[config.mk]
export PLATFORM = sky130hd
export DESIGN_NAME = tohost_status_monitor
export DESIGN_NICKNAME = d
export VERILOG_FILES = /design/src/rtl/tohost_status_monitor.sv
export SDC_FILE = /design/constraint.sdc
export NUM_CORES = 1
export LEC_CHECK = 0
export ABC_AREA = 1
export CORE_MARGIN = 8
export CORE_UTILIZATION = 40
export DETAILED_ROUTE_END_ITERATION = 10
export GPL_TIMING_DRIVEN = 0
export PLACE_DENSITY = 0.71
export SLEW_MARGIN = 20
export SYNTH_ARGS = -nofsm -noshare
export SYNTH_HDL_FRONTEND = slang
export SYNTH_SLANG_ARGS = --single-unit
export TNS_END_PERCENT = 1
[constraint.sdc]
create_clock -name core_clock -period 3.85 [get_ports core_clock]
set_input_delay 0.77 -clock core_clock [delete_from_list [all_inputs] [get_ports core_clock]]
set_output_delay 0.77 -clock core_clock [all_outputs]
set_load 0.02 [all_outputs]
[src/rtl/tohost_status_monitor.sv]
// Snoops MMIO writes for the RISC-V tohost/fromhost convention and drives the pass/fail/syscall status.
// Optional inactivity watchdog is compiled in with `define TOHOST_WATCHDOG_EN.
module tohost_status_monitor #(
   parameter int                DATA_W          = 64,
   parameter int                ADDR_W          = 32,
   parameter logic [ADDR_W-1:0] TOHOST_ADDR     = 'h8000_1000,
   parameter logic [ADDR_W-1:0] FROMHOST_ADDR   = 'h8000_1040,
   parameter int unsigned       WATCHDOG_CYCLES = 1000000
) (
   input  logic              core_clock,
   input  logic              reset,
   input  logic              wr_valid,
   output logic              wr_ready,
   input  logic [ADDR_W-1:0] wr_addr,
   input  logic [DATA_W-1:0] wr_data,
   output logic              syscall_valid,
   output logic [DATA_W-1:0] syscall_data,
   input  logic              syscall_ack,
   input  logic [DATA_W-1:0] syscall_resp,
   output logic [DATA_W-1:0] fromhost,
   output logic              fromhost_valid,
   output logic              success,
   output logic              failure,
   output logic [DATA_W-2:0] exit_code,
   output logic [63:0]       cycle_count
);

   typedef enum logic [1:0] {RUN, SYSCALL, DONE_PASS, DONE_FAIL} state_t;

   state_t state, state_next;
   logic   tohost_hit, fromhost_hit;
   logic   data_one, data_zero;
   logic   wd_fire;

   function automatic logic [63:0] sat_inc(input logic [63:0] v);
      return (&v) ? v : v + 64'd1;
   endfunction

   // Only RUN consumes writes; DONE states accept and drop them so the bus never stalls.
   assign tohost_hit   = wr_valid && (state == RUN) && (wr_addr == TOHOST_ADDR);
   assign fromhost_hit = wr_valid && (state == RUN) && (wr_addr == FROMHOST_ADDR);
   assign data_one     = (wr_data == DATA_W'(1));
   assign data_zero    = (wr_data == '0);

`ifdef TOHOST_WATCHDOG_EN
   logic [31:0] wd_count;

   // Fires on the edge at which the RUN-cycle count would reach the limit.
   assign wd_fire = (state == RUN) && (wd_count == 32'(WATCHDOG_CYCLES - 1));

   always_ff @(posedge core_clock) begin
      if (!reset)
         wd_count <= '0;
      else if (state == RUN)
         wd_count <= tohost_hit ? '0 : wd_count + 32'd1;
   end
`else
   // Limit is only meaningful with the watchdog compiled in.
   assign wd_fire = 1'b0 & (WATCHDOG_CYCLES == 0);
`endif

   always_ff @(posedge core_clock) begin
      if (!reset)
         state <= RUN;
      else
         state <= state_next;
   end

   always_comb begin
      state_next    = state;
      wr_ready      = 1'b1;
      syscall_valid = 1'b0;
      success       = 1'b0;
      failure       = 1'b0;
      case (state)
         RUN: begin
            if (tohost_hit) begin
               if (data_one)
                  state_next = DONE_PASS;
               else if (wr_data[0])
                  state_next = DONE_FAIL;
               else if (!data_zero)
                  state_next = SYSCALL;
            end else if (wd_fire) begin
               state_next = DONE_FAIL;
            end
         end
         SYSCALL: begin
            wr_ready      = 1'b0;
            syscall_valid = 1'b1;
            if (syscall_ack)
               state_next = RUN;
         end
         DONE_PASS: success = 1'b1;
         DONE_FAIL: failure = 1'b1;
         default:   state_next = RUN;
      endcase
   end

   always_ff @(posedge core_clock) begin
      if (!reset) begin
         syscall_data   <= '0;
         fromhost       <= '0;
         fromhost_valid <= 1'b0;
         exit_code      <= '0;
         cycle_count    <= '0;
      end else begin
         fromhost_valid <= 1'b0;
         if (state == RUN || state == SYSCALL)
            cycle_count <= sat_inc(cycle_count);
         if (state == RUN) begin
            if (state_next == DONE_FAIL)
               exit_code <= tohost_hit ? wr_data[DATA_W-1:1] : '1;
            if (state_next == SYSCALL)
               syscall_data <= wr_data;
            if (fromhost_hit)
               fromhost <= wr_data;
         end
         if (state == SYSCALL && syscall_ack) begin
            fromhost       <= syscall_resp;
            fromhost_valid <= 1'b1;
         end
      end
   end

endmodule

==> Word level (Yosys, flattened, before mapping) <==
Index checks and enable logic that the tools add are counted.
{ "classes": {"add_sub_neg": 1, "eq_ne": 8, "n_mux": 15, "bitwise_logic": 1, "reduce_logical": 14} }
{ "op_table": {"columns": ["operator", "count"], "rows": [
  ["64-bit two-way mux", 3],
  ["64-bit by 1-bit adder with 64-bit output (second input constant)", 1],
  ["32-bit equality test (second input constant)", 2],
  ["64-bit by 1-bit equality test with 1-bit output (second input constant)", 1],
  ["64-bit zero test", 1],
  ["64-bit AND reduction", 1],
  ["63-bit two-way mux", 1],
  ["2-bit two-way mux", 5],
  ["2-bit AND reduction", 4],
  ["2-bit equality test (second input constant)", 3],
  ["1-bit two-way mux", 5],
  ["2-bit by 1-bit equality test with 1-bit output (second input constant)", 2],
  ["1-bit logical AND", 4],
  ["2-bit one-hot mux with 2 select lines", 1],
  ["2-bit nonzero test", 2],
  ["2-bit zero test", 1],
  ["1-bit logical OR", 1],
  ["1-bit inverter", 1]
]} }
{ "word_totals": {"ff_bits": 258, "out_inout_bits": 260, "wordCells": 45} }

==> Logic depth before layout (Yosys ltp) <==
{ "depth": {"depth_word": 8, "mapped_depth": 14, "ltp_nobuf": 13} }

==> Least setup slack after synthesis <==
No wires, ideal clock.
{ "synth_path": {"path_kind": "input-to-reg", "from": "input port wr_data[22]", "to": "register exit_code[22]", "setup_ps": 115, "t_arrival_ps": 1975, "required_time_ps": 3735, "path_slack_ps": 1760, "cell_stages": 9, "path_buffers": 2, "path_cell_list": "or3_1 -> nor2_1 -> nand3_1 -> nand2_1 -> nand2_2 -> buf_4 -> buf_2 -> a21oi_1 -> nor2_1"} }
{ "synth_between": {"elab_chain_len": 8} }
{ "synth_lines": {"columns": ["item", "line", "text"], "rows": [
  ["start: declaration", "15", "input logic [DATA_W-1:0] wr_data,"],
  ["64-bit zero test", "43", "assign data_zero = (wr_data == '0);"],
  ["2-bit two-way mux", "82", "else if (!data_zero)"],
  ["2-bit two-way mux", "80", "else if (wr_data[0])"],
  ["2-bit two-way mux *", "78", "if (data_one)"],
  ["2-bit two-way mux *", "77", "if (tohost_hit) begin"],
  ["2-bit one-hot mux with 2 select lines *", "75", "case (state)"],
  ["2-bit equality test *", "112", "if (state_next == DONE_FAIL)"],
  ["2-bit AND reduction (no source line) *", null, null],
  ["end signal: assignment", "113", "exit_code <= tohost_hit ? wr_data[DATA_W-1:1] : '1;"],
  ["end: declaration", "24", "output logic [DATA_W-2:0] exit_code,"]
]} }
Every way passes the cells marked *; elsewhere a longest branch is shown, timed or not.
A chain may end at the register's enable or synchronous reset.

==> Worst setup path in the final report <==
{ "layout_path": {"from": "register state[0]", "to": "output port wr_ready"} }
{ "layout_between": {"elab_chain_len": 2} }
{ "layout_lines": {"columns": ["item", "line", "text"], "rows": [
  ["start: declaration", "30", "state_t state, state_next;"],
  ["start signal: assignment", "66", "state <= state_next;"],
  ["2-bit by 1-bit equality test with 1-bit output", "75", null],
  ["1-bit two-way mux", "75", null],
  ["end: declaration", "13", "output logic wr_ready,"]
]} }
Every way passes these cells.

==> results.sh <==
export IMPL_outcome="complete, no violations"
export IMPL_setup_tns_ps=0
export IMPL_r2r_start="cycle_count[27]"
export IMPL_synth_seq_area_share=0.3895
export IMPL_final_cell_mix="nand2_1, nor2_1, clkdlybuf4s50_1, dfxtp_1, nand3_1"
export IMPL_cts_resized_gates=0
export IMPL_h_tree_depth=1
export IMPL_critical_path_class="register to primary output"
export IMPL_coreArea_um2=32620
export IMPL_wl_per_cell_um=21.47
export IMPL_start_kind="register"
export IMPL_clockBufferDepth=3
export IMPL_worstHoldPathCells=2
export IMPL_hp_class="register to register"
export IMPL_drc=0
export IMPL_syn_num_nets=2242
export IMPL_post_cts_setup_buffer_count=0
export IMPL_power_w=0.006143
export IMPL_worstHoldStart="cycle_count[40]"
export IMPL_power_density_nw_per_um2=321.7
export IMPL_timing_fmax_ghz=0.2878
export IMPL_crit_fanout=10
export IMPL_cts_tree="done"
export IMPL_yosysWarnings=0
export IMPL_synth_edf_count=0
export IMPL_yosysTopAreaCell="dfxtp_1"
export IMPL_die_x_um=198.1
export IMPL_postCtsHoldBufs=0
export IMPL_vias=15910
export IMPL_synth_area_um2=13260
export IMPL_r2r_end="cycle_count[62]"
export IMPL_postSynthAreaPerCell_um2=6.385
export IMPL_grt_max_degree=15
export IMPL_rsz0062_at_grt="false"
export IMPL_slowest_delay_ps=590
export IMPL_synthArstFlopShare=0
export IMPL_numPortBuffers=422
export IMPL_final_hold_violation_count=0
export IMPL_slew_viol_final=0
export IMPL_syn_to_final_growth_pct=44.00
export IMPL_drt_first_iter_violations=1054
export IMPL_drive_gt1_frac=0.04586
export IMPL_cts_clk_slew_worst_paths_ps=60
export IMPL_die_area_um2=39240
export IMPL_fin_crit_ps=3475
export IMPL_syn_instance_count=2077
export IMPL_io_pins=424
export IMPL_clk_latency_ps=570
export IMPL_overflow=0
export IMPL_hpwl_um=51190
export IMPL_fin_skew_ps=23.89
export IMPL_drtPass1Iterations=6
export IMPL_regToRegSetupSlack_ps=1130
export IMPL_fin_crit_sh=0.9025
export IMPL_setup_violations=0
export IMPL_antenna_found_initial=13
export IMPL_post_route_util=0.5855
export IMPL_grt_total_usage=0.3156
export IMPL_avgViaCountPerCell=5.303
export IMPL_worst_pin_slew_ps=996.1
export IMPL_clock_root_buffer="clkbuf_16"
export IMPL_ir_drop_mv=0.3177
export IMPL_power_leakage_nw=7.088
export IMPL_end_kind="primary output"
export IMPL_cts_buffers=29
export IMPL_nFillCells=3186
export IMPL_cp_required_ps=3080
export IMPL_num_nets_final=2695
export IMPL_fp_dieH_um=198.1
export IMPL_wl_um=64410
export IMPL_ant_nets=0
export IMPL_grt_pass1_wl_um=95170
export IMPL_synth_top_area_frac=0.3895
export IMPL_ys_flop_type="dfxtp_1"
export IMPL_final_common_cell="nand2_1"
export IMPL_reg2reg_depth=10
export IMPL_path_cells="inv_1 -> nor2_1 -> clkbuf_1 -> inv_1 -> clkdlybuf4s50_1"
export IMPL_place_gp_congestion=0.9678
export IMPL_start_util=0.4066
export IMPL_ys_top_cells_by_area="dfxtp_1, nand2_1, nor2_1, nand3_1, a21oi_1"
export IMPL_max_cap_violations=0
export IMPL_cpMaxStageDelayCell="clkdlybuf4s50_1"
export IMPL_synth_cell_types=33
export IMPL_path_common_cell="inv_1"
export IMPL_grt_pass1_vias=15770
export IMPL_critPathArrivalTime_ps=2700
export IMPL_min_to="cycle_count[40]"
export IMPL_clock_sinks=258
export IMPL_ys_ff_latch=258
export IMPL_slew_limit_headroom=0.3359
export IMPL_rows=66
## cell usage after synthesis, types with 19 or more instances
| cell | number |
|---|---|
| nor2_1 | 435 |
| a31oi_1 | 64 |
| buf_2 | 31 |
| xor2_1 | 22 |
| dfxtp_1 | 258 |
| nand3_1 | 227 |
| clkbuf_1 | 67 |
| nor3_1 | 31 |
| a21oi_1 | 126 |
| nand2_1 | 506 |
| buf_1 | 19 |
| nand4_1 | 79 |
| inv_1 | 133 |
## through the flow
| stage | cell area, µm² | std cells | setup WS, ps | hold WS, ps |
|---|---|---|---|---|
| 3_3_place_gp | 18040 | 2941 | 682.2 | 459.1 |
| 5_1_grt | 19100 | 3000 | 282.4 | 504.4 |
| 3_5_place_dp | 18040 | 2941 | 607.0 | 471.8 |
| 6_report | 19100 | 3000 | 375.3 | 489.7 |
| 2_1_floorplan | 13260 | 2077 | 1760 | 551.9 |
| 4_1_cts | 19080 | 2993 | 397.7 | 487.9 |
## sequential cells by signal, summed over array words and instances, names as in the netlist
register,cells
cycle_count,64
state,2
fromhost,64
exit_code,63
syscall_data,64
fromhost_valid,1
## final cells by class
type,count,area (µm²),area share
clock inverters,15,265.3,0.01389
plain buffers,133,620.6,0.03250
repair buffers,422,4224,0.2212
inverters,141,529.3,0.02771
diodes,7,17.52,0.0009172
flip-flops and latches,258,5165,0.2705
well taps,442,553.0,0.02896
clock buffers,37,775.7,0.04062
multi-input cells,1545,6947,0.3638
## cell families (layout without fill, tap and decap cells)
| family | count (synthesis) | in the layout | share of synthesized area |
|---|---|---|---|
| fa+ha+maj | 1 | 1 | 0.0009433 |
| xor+xnor | 36 | 36 | 0.02378 |
| compound gates | 211 | 211 | 0.08727 |
| simple gates | 1297 | 1297 | 0.4118 |
| flops | 258 | 258 | 0.3895 |
| buf+inv | 274 | 748 | 0.08671 |
| other cells | 0 | 7 | 0 |
## critical path, delay by kind of cell, from the launching register on
family	cells	cell delay, ps
buf+inv	4	1430
simple gates	1	280
flops	1	430
## metal layers
layer / vias to the layer above / GRT usage / routed length, µm
met3: 160 / 0.08761 / 5713
met2: 692 / 0.5478 / 31230
met4: 12 / 0.1551 / 3384
li1: 7651 / - / -
met1: 7395 / 0.3518 / 24000
met5: - / 0 / 79
## worst max-delay path by stage
stage,start,slack [ps],depth (start not counted),end
6_report,state[0],380,5,wr_ready
5_1_grt,state[0],280,5,wr_ready
4_1_cts,state[0],400,5,wr_ready
3_5_place_dp,wr_addr[12],610,13,exit_code[42]
3_3_place_gp,wr_addr[12],680,13,exit_code[30]
2_1_floorplan,wr_data[22],1760,9,exit_code[22]
## power by group
group / internal (W) / total, W / switching [W] / leakage (nW)
combinational: 0.000181 / 0.000375 / 0.000193 / 4.51
clock: 0.00189 / 0.00309 / 0.00120 / 0.499
sequential: 0.00267 / 0.00268 / 0.00000470 / 2.08
total: 0.00474 / 0.00614 / 0.00140 / 7.09
No activity file was read; power rests on OpenSTA's default activity.
